===== src/rtl/lfsr_sym_checker_pkg.sv =====
// rtl/lfsr_sym_checker_pkg.sv - shared LFSR constants and checker state encodings
package lfsr_sym_checker_pkg;

  localparam int LFSR_LEN = 7;
  localparam logic [LFSR_LEN-1:0] LFSR_SEED = 7'h01;
  // x^7 + x^6 + 1, primitive: period 127
  localparam logic [LFSR_LEN-1:0] LFSR_TAPS = 7'h60;
  localparam int SYM_W = 4;

  typedef enum logic [1:0] {
    CHK_SEARCH = 2'd0,
    CHK_VERIFY = 2'd1,
    CHK_LOCKED = 2'd2
  } chk_state_e;

endpackage


===== src/rtl/lfsr_gen_max.sv =====
// rtl/lfsr_gen_max.sv - maximal-length Fibonacci LFSR, one 4-bit symbol per strobe
module lfsr_gen_max
  import lfsr_sym_checker_pkg::*;
(
  input  logic             clk,
  input  logic             reset,
  input  logic             clk_en,
  output logic [SYM_W-1:0] sym_out,
  output logic             cycle_out_periodic
);

  logic [LFSR_LEN-1:0] state_q, state_d;

  always_comb begin
    state_d = state_q;
    if (clk_en) begin
      state_d = {state_q[LFSR_LEN-2:0], ^(state_q & LFSR_TAPS)};
    end
  end

  always_ff @(posedge clk or posedge reset) begin
    if (reset) begin
      state_q <= LFSR_SEED;
    end else begin
      state_q <= state_d;
    end
  end

  assign sym_out            = state_q[SYM_W-1:0];
  // Marks the strobe on which the sequence sits at its seed, once per period
  assign cycle_out_periodic = clk_en & (state_q == LFSR_SEED);

endmodule


===== config.mk =====
export PLATFORM = sky130hd
export DESIGN_NAME = lfsr_gen_max
export DESIGN_NICKNAME = d
export VERILOG_FILES = /design/src/rtl/lfsr_sym_checker_pkg.sv /design/src/rtl/lfsr_gen_max.sv
export SDC_FILE = /design/constraint.sdc
export NUM_CORES = 1
export LEC_CHECK = 0
export CORE_AREA = 2 2 39 41
export DETAILED_ROUTE_END_ITERATION = 16
export DIE_AREA = 0 0 41 43
export PLACE_DENSITY = 0.55
export SKIP_CTS_REPAIR_TIMING = 1
export SKIP_LAST_GASP = 1
export SLEW_MARGIN = 20
export SYNTH_ARGS = -nofsm -noshare
export SYNTH_HDL_FRONTEND = slang
export SYNTH_SLANG_ARGS = --single-unit

===== constraint.sdc =====
create_clock -name clk -period 1.1 [get_ports clk]
set_input_delay 0.22 -clock clk [delete_from_list [all_inputs] [get_ports clk]]
set_output_delay 0.22 -clock clk [all_outputs]
set_load 0.1 [all_outputs]

* Word level (Yosys, flattened, before mapping)
Cells that the tools add are included.
** Word-level totals
- Flip-flop bits (word level) :: 7
- Bits in latches :: 0
- Bits in writable memories :: 0
- Bits in read-only memories :: 0
- Input port bits :: 3
- Output and inout port bits :: 5
- Word-level logic and storage cells :: 4
- Memories :: 0
** Operators by class
- $add $sub $neg :: 0
- Multipliers :: 0
- Divide/modulo/power cells :: 0
- Order comparisons :: 0
- Equality and inequality tests :: 1
- Shifts and indexed selects :: 0
- Muxes and demuxes :: 0
- Bitwise logic cells :: 1
- Reduce and logical (&&, ||, !) cells :: 1
** Operators with widths (number)
- $eq A7 B1 Y1 const B :: 1
- $reduce_xor A7 Y1 :: 1
- $and A1 B1 Y1 :: 1

* Logic depth before layout (Yosys ltp)
Gate-level depths: netlist (run 1).
- Depth after elaboration :: 2
- Mapped depth :: 3
- Mapped depth without buffers :: 2

* Least setup slack after synthesis (run 1)
Ideal clock, no wire load.
- Path kind :: reg-to-output
- Start :: register state_q[1]
- End :: output port cycle_out_periodic
- Data arrival time :: 2547 ps
- Required time :: 880 ps
- Slack :: -1667 ps
- Cell stages (with the launch flop) :: 3
- Buffers on the path :: 0
- Cell sequence :: dfrtp_1 -> or4_4 -> nor4_2
** On the way
- Longest elaborated chain between the ends :: 2
** RTL lines
- start, declared :: line lfsr_gen_max.sv:12 : logic [LFSR_LEN-1:0] state_q, state_d;
- start signal, assigned :: line lfsr_gen_max.sv:25 : state_q <= state_d;
- $eq A7 B1 Y1 :: line lfsr_gen_max.sv:31 : assign cycle_out_periodic = clk_en & (state_q == LFSR_SEED);
- $and A1 B1 Y1 :: line lfsr_gen_max.sv:31
- end, declared :: line lfsr_gen_max.sv:9 : output logic cycle_out_periodic
Every way passes these cells.

* Worst setup path after layout (run 1)
- Start :: register state_q[2]
- End :: output port cycle_out_periodic
The elaborated chain is that of the path after synthesis.

==> metrics.txt, run 1 <==
# TYPE chip_impl_metric gauge
chip_impl_metric{name="timing.max_slew.rel_slack",unit="%"} 83.1
chip_impl_metric{name="yosys.area_share.xor_xnor",unit="%"} 2.69
chip_impl_metric{name="drt-met1-wl",unit="um"} 204
chip_impl_info{name="hold_class",value="in2async"} 1
chip_impl_metric{name="worst-path-max-fanout",unit=""} 2
chip_impl_metric{name="height_of_the_die",unit="um"} 43
chip_impl_metric{name="synth.yosys.seq_area_share",unit="%"} 54.2
chip_impl_metric{name="drt-initial-drc-count",unit=""} 1
chip_impl_metric{name="multi_input_comb_area",unit="um2"} 115
chip_impl_info{name="cts_tree",value="done"} 1
chip_impl_metric{name="ys_async_sr_fraction",unit="%"} 100
chip_impl_metric{name="global_route.usage.total",unit="%"} 9.03
chip_impl_metric{name="synth_compound_gate_area_share",unit="%"} 3.08
chip_impl_info{name="failed_checks",value="setup timing"} 1
chip_impl_info{name="largest_register",value="state_q"} 1
chip_impl_info{name="synth_flop_cell",value="sky130_fd_sc_hd__dfrtp_1"} 1
chip_impl_metric{name="floorplan.core_area",unit="um2"} 1380
chip_impl_metric{name="finalSetupTns",unit="ps"} -966
chip_impl_metric{name="vias_per_cell",unit=""} 3.88
chip_impl_metric{name="synth_area_per_cell",unit="um2"} 12.5
chip_impl_metric{name="route.detailed.drc",unit=""} 0
chip_impl_metric{name="report.final.slew_viol_count",unit=""} 0
chip_impl_metric{name="synthAdderAreaFrac",unit="%"} 0
chip_impl_metric{name="starting_density_of_the_core",unit="%"} 23.5
chip_impl_info{name="synth_top_cell_by_area",value="sky130_fd_sc_hd__dfrtp_1"} 1
chip_impl_metric{name="report.final.setup_viol",unit=""} 5
chip_impl_metric{name="crit_path_time_final",unit="ps"} 1790
chip_impl_metric{name="flow.area_growth_from_synthesis",unit="%"} 73.1
chip_impl_metric{name="synth_top_area_share",unit="%"} 46.2
chip_impl_metric{name="post_synth_instance_area",unit="um2"} 325
chip_impl_info{name="critical_path_class",value="reg2out"} 1
chip_impl_metric{name="final_core_util",unit="%"} 40.7
chip_impl_metric{name="placementRows",unit=""} 14
chip_impl_info{name="top_signal_layer_used",value="met3"} 1
chip_impl_metric{name="largest_register_ff_count",unit=""} 7
chip_impl_metric{name="finalWorstSetupSlack",unit="ps"} -687
chip_impl_metric{name="routedWlPerCell",unit="um"} 9.95
chip_impl_info{name="grt_setup_unrepaired",value="yes"} 1
chip_impl_metric{name="layout.nets",unit=""} 47
chip_impl_metric{name="max_slew.worst_pin.slew",unit="ps"} 252
chip_impl_metric{name="maxCapViolations",unit=""} 0
chip_impl_metric{name="post_route_clock_skew",unit="ps"} 5.60
chip_impl_metric{name="final-seq-area",unit="um2"} 176
chip_impl_info{name="worstReg2RegStart",value="state_q[2]"} 1
chip_impl_metric{name="die_area",unit="um2"} 1760
chip_impl_metric{name="clk_latency",unit="ps"} 250
chip_impl_metric{name="synth.ff_latch_count",unit=""} 7
chip_impl_metric{name="drt_first_pass_iters",unit=""} 2
chip_impl_info{name="leading_registers_by_flop_count",value="state_q: 7 flops"} 1
chip_impl_metric{name="r2r_setup_slk",unit="ps"} 90
chip_impl_info{name="crit-reg2reg-capture",value="state_q[3]"} 1
chip_impl_metric{name="ioPinCount",unit=""} 8
chip_impl_metric{name="ys_warn_count",unit=""} 0
chip_impl_metric{name="mappedNetlistNets",unit=""} 29
chip_impl_metric{name="synthesis.instances",unit=""} 26
chip_impl_info{name="post-synth-top-count-cell",value="sky130_fd_sc_hd__dfrtp_1"} 1
chip_impl_metric{name="io_buffer_count",unit=""} 7
chip_impl_metric{name="worst_ep_required_time",unit="ps"} 880
chip_impl_metric{name="antenna_violations_before_repair",unit=""} 0
chip_impl_metric{name="met2_length",unit="um"} 352
chip_impl_metric{name="dp_slack",unit="ps"} -434
chip_impl_metric{name="worst-endpoint-arrival",unit="ps"} 1570
chip_impl_metric{name="layout-drive-gt1-share",unit="%"} 60.5
chip_impl_metric{name="largest_net_degree_at_the_start_of_global_routing",unit=""} 9
chip_impl_metric{name="grt_remaining_overflow",unit=""} 0
chip_impl_info{name="cts.root.buffer_cell",value="sky130_fd_sc_hd__clkbuf_4"} 1
chip_impl_metric{name="synth_cell_types",unit=""} 14
chip_impl_info{name="ys_top_cells_by_area",value="sky130_fd_sc_hd__dfrtp_1 46%, sky130_fd_sc_hd__mux2_2 14%, sky130_fd_sc_hd__buf_4 9.2%"} 1
chip_impl_metric{name="grt_first_pass_wirelength",unit="um"} 966
chip_impl_metric{name="clkSinkCount",unit=""} 7
chip_impl_info{name="status",value="finished with violations"} 1
chip_impl_metric{name="finalWeightedCongestion",unit=""} 0.672
chip_impl_info{name="synth.top_cells.by_count",value="6 x sky130_fd_sc_hd__dfrtp_1, 4 x sky130_fd_sc_hd__buf_4, 4 x sky130_fd_sc_hd__mux2_2"} 1
chip_impl_info{name="crit_path_start",value="state_q[2]"} 1
chip_impl_info{name="dominant_combinational_cell_family_by_area_after_synthesis",value="multiplexers"} 1
chip_impl_metric{name="n_antenna_cell",unit=""} 0
chip_impl_info{name="critical_path.endpoint_type",value="output pin"} 1
chip_impl_metric{name="synth_area_in_simple_gates",unit="%"} 9.62
chip_impl_metric{name="reg2reg_depth",unit=""} 3
chip_impl_metric{name="maxClockFrequency",unit="GHz"} 0.560
chip_impl_metric{name="drt.antenna.violating_nets",unit=""} 0
chip_impl_metric{name="worst_path_clk_slew",unit="ps"} 50
chip_impl_metric{name="clockBufferDepth",unit=""} 2
chip_impl_metric{name="total_number_of_vias",unit=""} 229
chip_impl_metric{name="first_global_vias",unit=""} 245
chip_impl_metric{name="fillCellCount",unit=""} 138
chip_impl_metric{name="met3WireLength",unit="um"} 31
chip_impl_metric{name="cts_buffers",unit=""} 3
chip_impl_metric{name="placed_cells",unit=""} 52
chip_impl_metric{name="cts_htree_levels",unit=""} 1
chip_impl_metric{name="timing.final.crit_share",unit="%"} 162
chip_impl_metric{name="die_width",unit="um"} 41
chip_impl_metric{name="hold_viol_final",unit=""} 0
chip_impl_info{name="worst_setup_path_start_kind",value="flop"} 1
chip_impl_metric{name="final_cell_count_no_fill",unit=""} 59
chip_impl_metric{name="totalWireLength",unit="um"} 587
chip_impl_metric{name="synth_edf_count",unit=""} 0
chip_impl_metric{name="muxShareOfSynthArea",unit="%"} 17.3
chip_impl_info{name="critPathCapture",value="cycle_out_periodic"} 1
layout by cell type (no fill, tap or decap):
cell type                         instances
sky130_fd_sc_hd__inv_1                    2
sky130_fd_sc_hd__buf_12                   5
sky130_fd_sc_hd__xnor2_1                  1
sky130_fd_sc_hd__nand2_1                  1
sky130_fd_sc_hd__a21oi_1                  1
sky130_fd_sc_hd__dfstp_2                  1
sky130_fd_sc_hd__buf_6                    4
sky130_fd_sc_hd__nor4_4                   1
sky130_fd_sc_hd__nor2_1                   1
sky130_fd_sc_hd__o21ai_1                  1
sky130_fd_sc_hd__clkbuf_1                 1
sky130_fd_sc_hd__mux2_1                   1
sky130_fd_sc_hd__or4_4                    1
sky130_fd_sc_hd__clkbuf_4                 3
sky130_fd_sc_hd__mux2_2                   4
sky130_fd_sc_hd__buf_4                    7
sky130_fd_sc_hd__clkdlybuf4s50_1          2
sky130_fd_sc_hd__dfrtp_1                  6
per-layer routing:
metal	vias to the layer above	track usage [%]
met1	109	8.64
met3	0	3.14
met5	-	0
li1	115	-
met4	0	10.0
met2	5	13.1
stage by stage:
step                      instance area [um2]  hold slack, ps
after floorplan                           334            22.7
after detailed placement                  499             477
after global placement                    499             457
after CTS                                 526             203
final                                     563             213
after global routing                      563             223
logic make-up (layout without fill, tap and decap cells):
kind of cell / after synthesis / after routing
flip-flops: 7 / 7
XOR/XNOR: 1 / 1
AND/OR/NAND/NOR: 4 / 4
buffers and inverters: 7 / 24
multiplexers: 5 / 5
AO/OA/AOI/OAI: 2 / 2
worst max-delay path: stages (launching register included):
cell and delay, ps:
sky130_fd_sc_hd__dfrtp_1 390, sky130_fd_sc_hd__or4_4 530, sky130_fd_sc_hd__nor4_4 190, sky130_fd_sc_hd__buf_12 210
how the worst min path moves through the flow:
stage	from	end	slack (ps)	cells past startpoint
floorplan	reset	state_q[1]	20	1
global placement	reset	state_q[3]	460	2
detailed placement	reset	state_q[2]	480	2
CTS	reset	state_q[2]	200	2
global route	reset	state_q[4]	220	2
finish	reset	state_q[2]	210	2
layout make-up:
cell class / instances / area share (%)
multi-input combinational: 12 / 20.4
sequential: 7 / 31.3
inverter: 2 / 1.33
tap: 16 / 3.56
timing repair buffer: 18 / 38.7
clock buffer: 4 / 4.67
Power of run 1 is not shown: default switching activity piles up to over one toggle a cycle in this logic, so the estimate is an artifact.
==> run 2, diff against run 1 <==
--- a/config.mk
+++ b/config.mk
@@ -6,6 +6,7 @@
 export NUM_CORES = 1
 export LEC_CHECK = 0
 export CORE_AREA = 2 2 39 41
+export CTS_CLUSTER_DIAMETER = 30
 export DETAILED_ROUTE_END_ITERATION = 16
 export DIE_AREA = 0 0 41 43
 export PLACE_DENSITY = 0.55
==> results of run 2 <==
Same layout as run 1: the final DEF is identical, and so are final timing and power.
Power of run 2 is left out for the same reason.
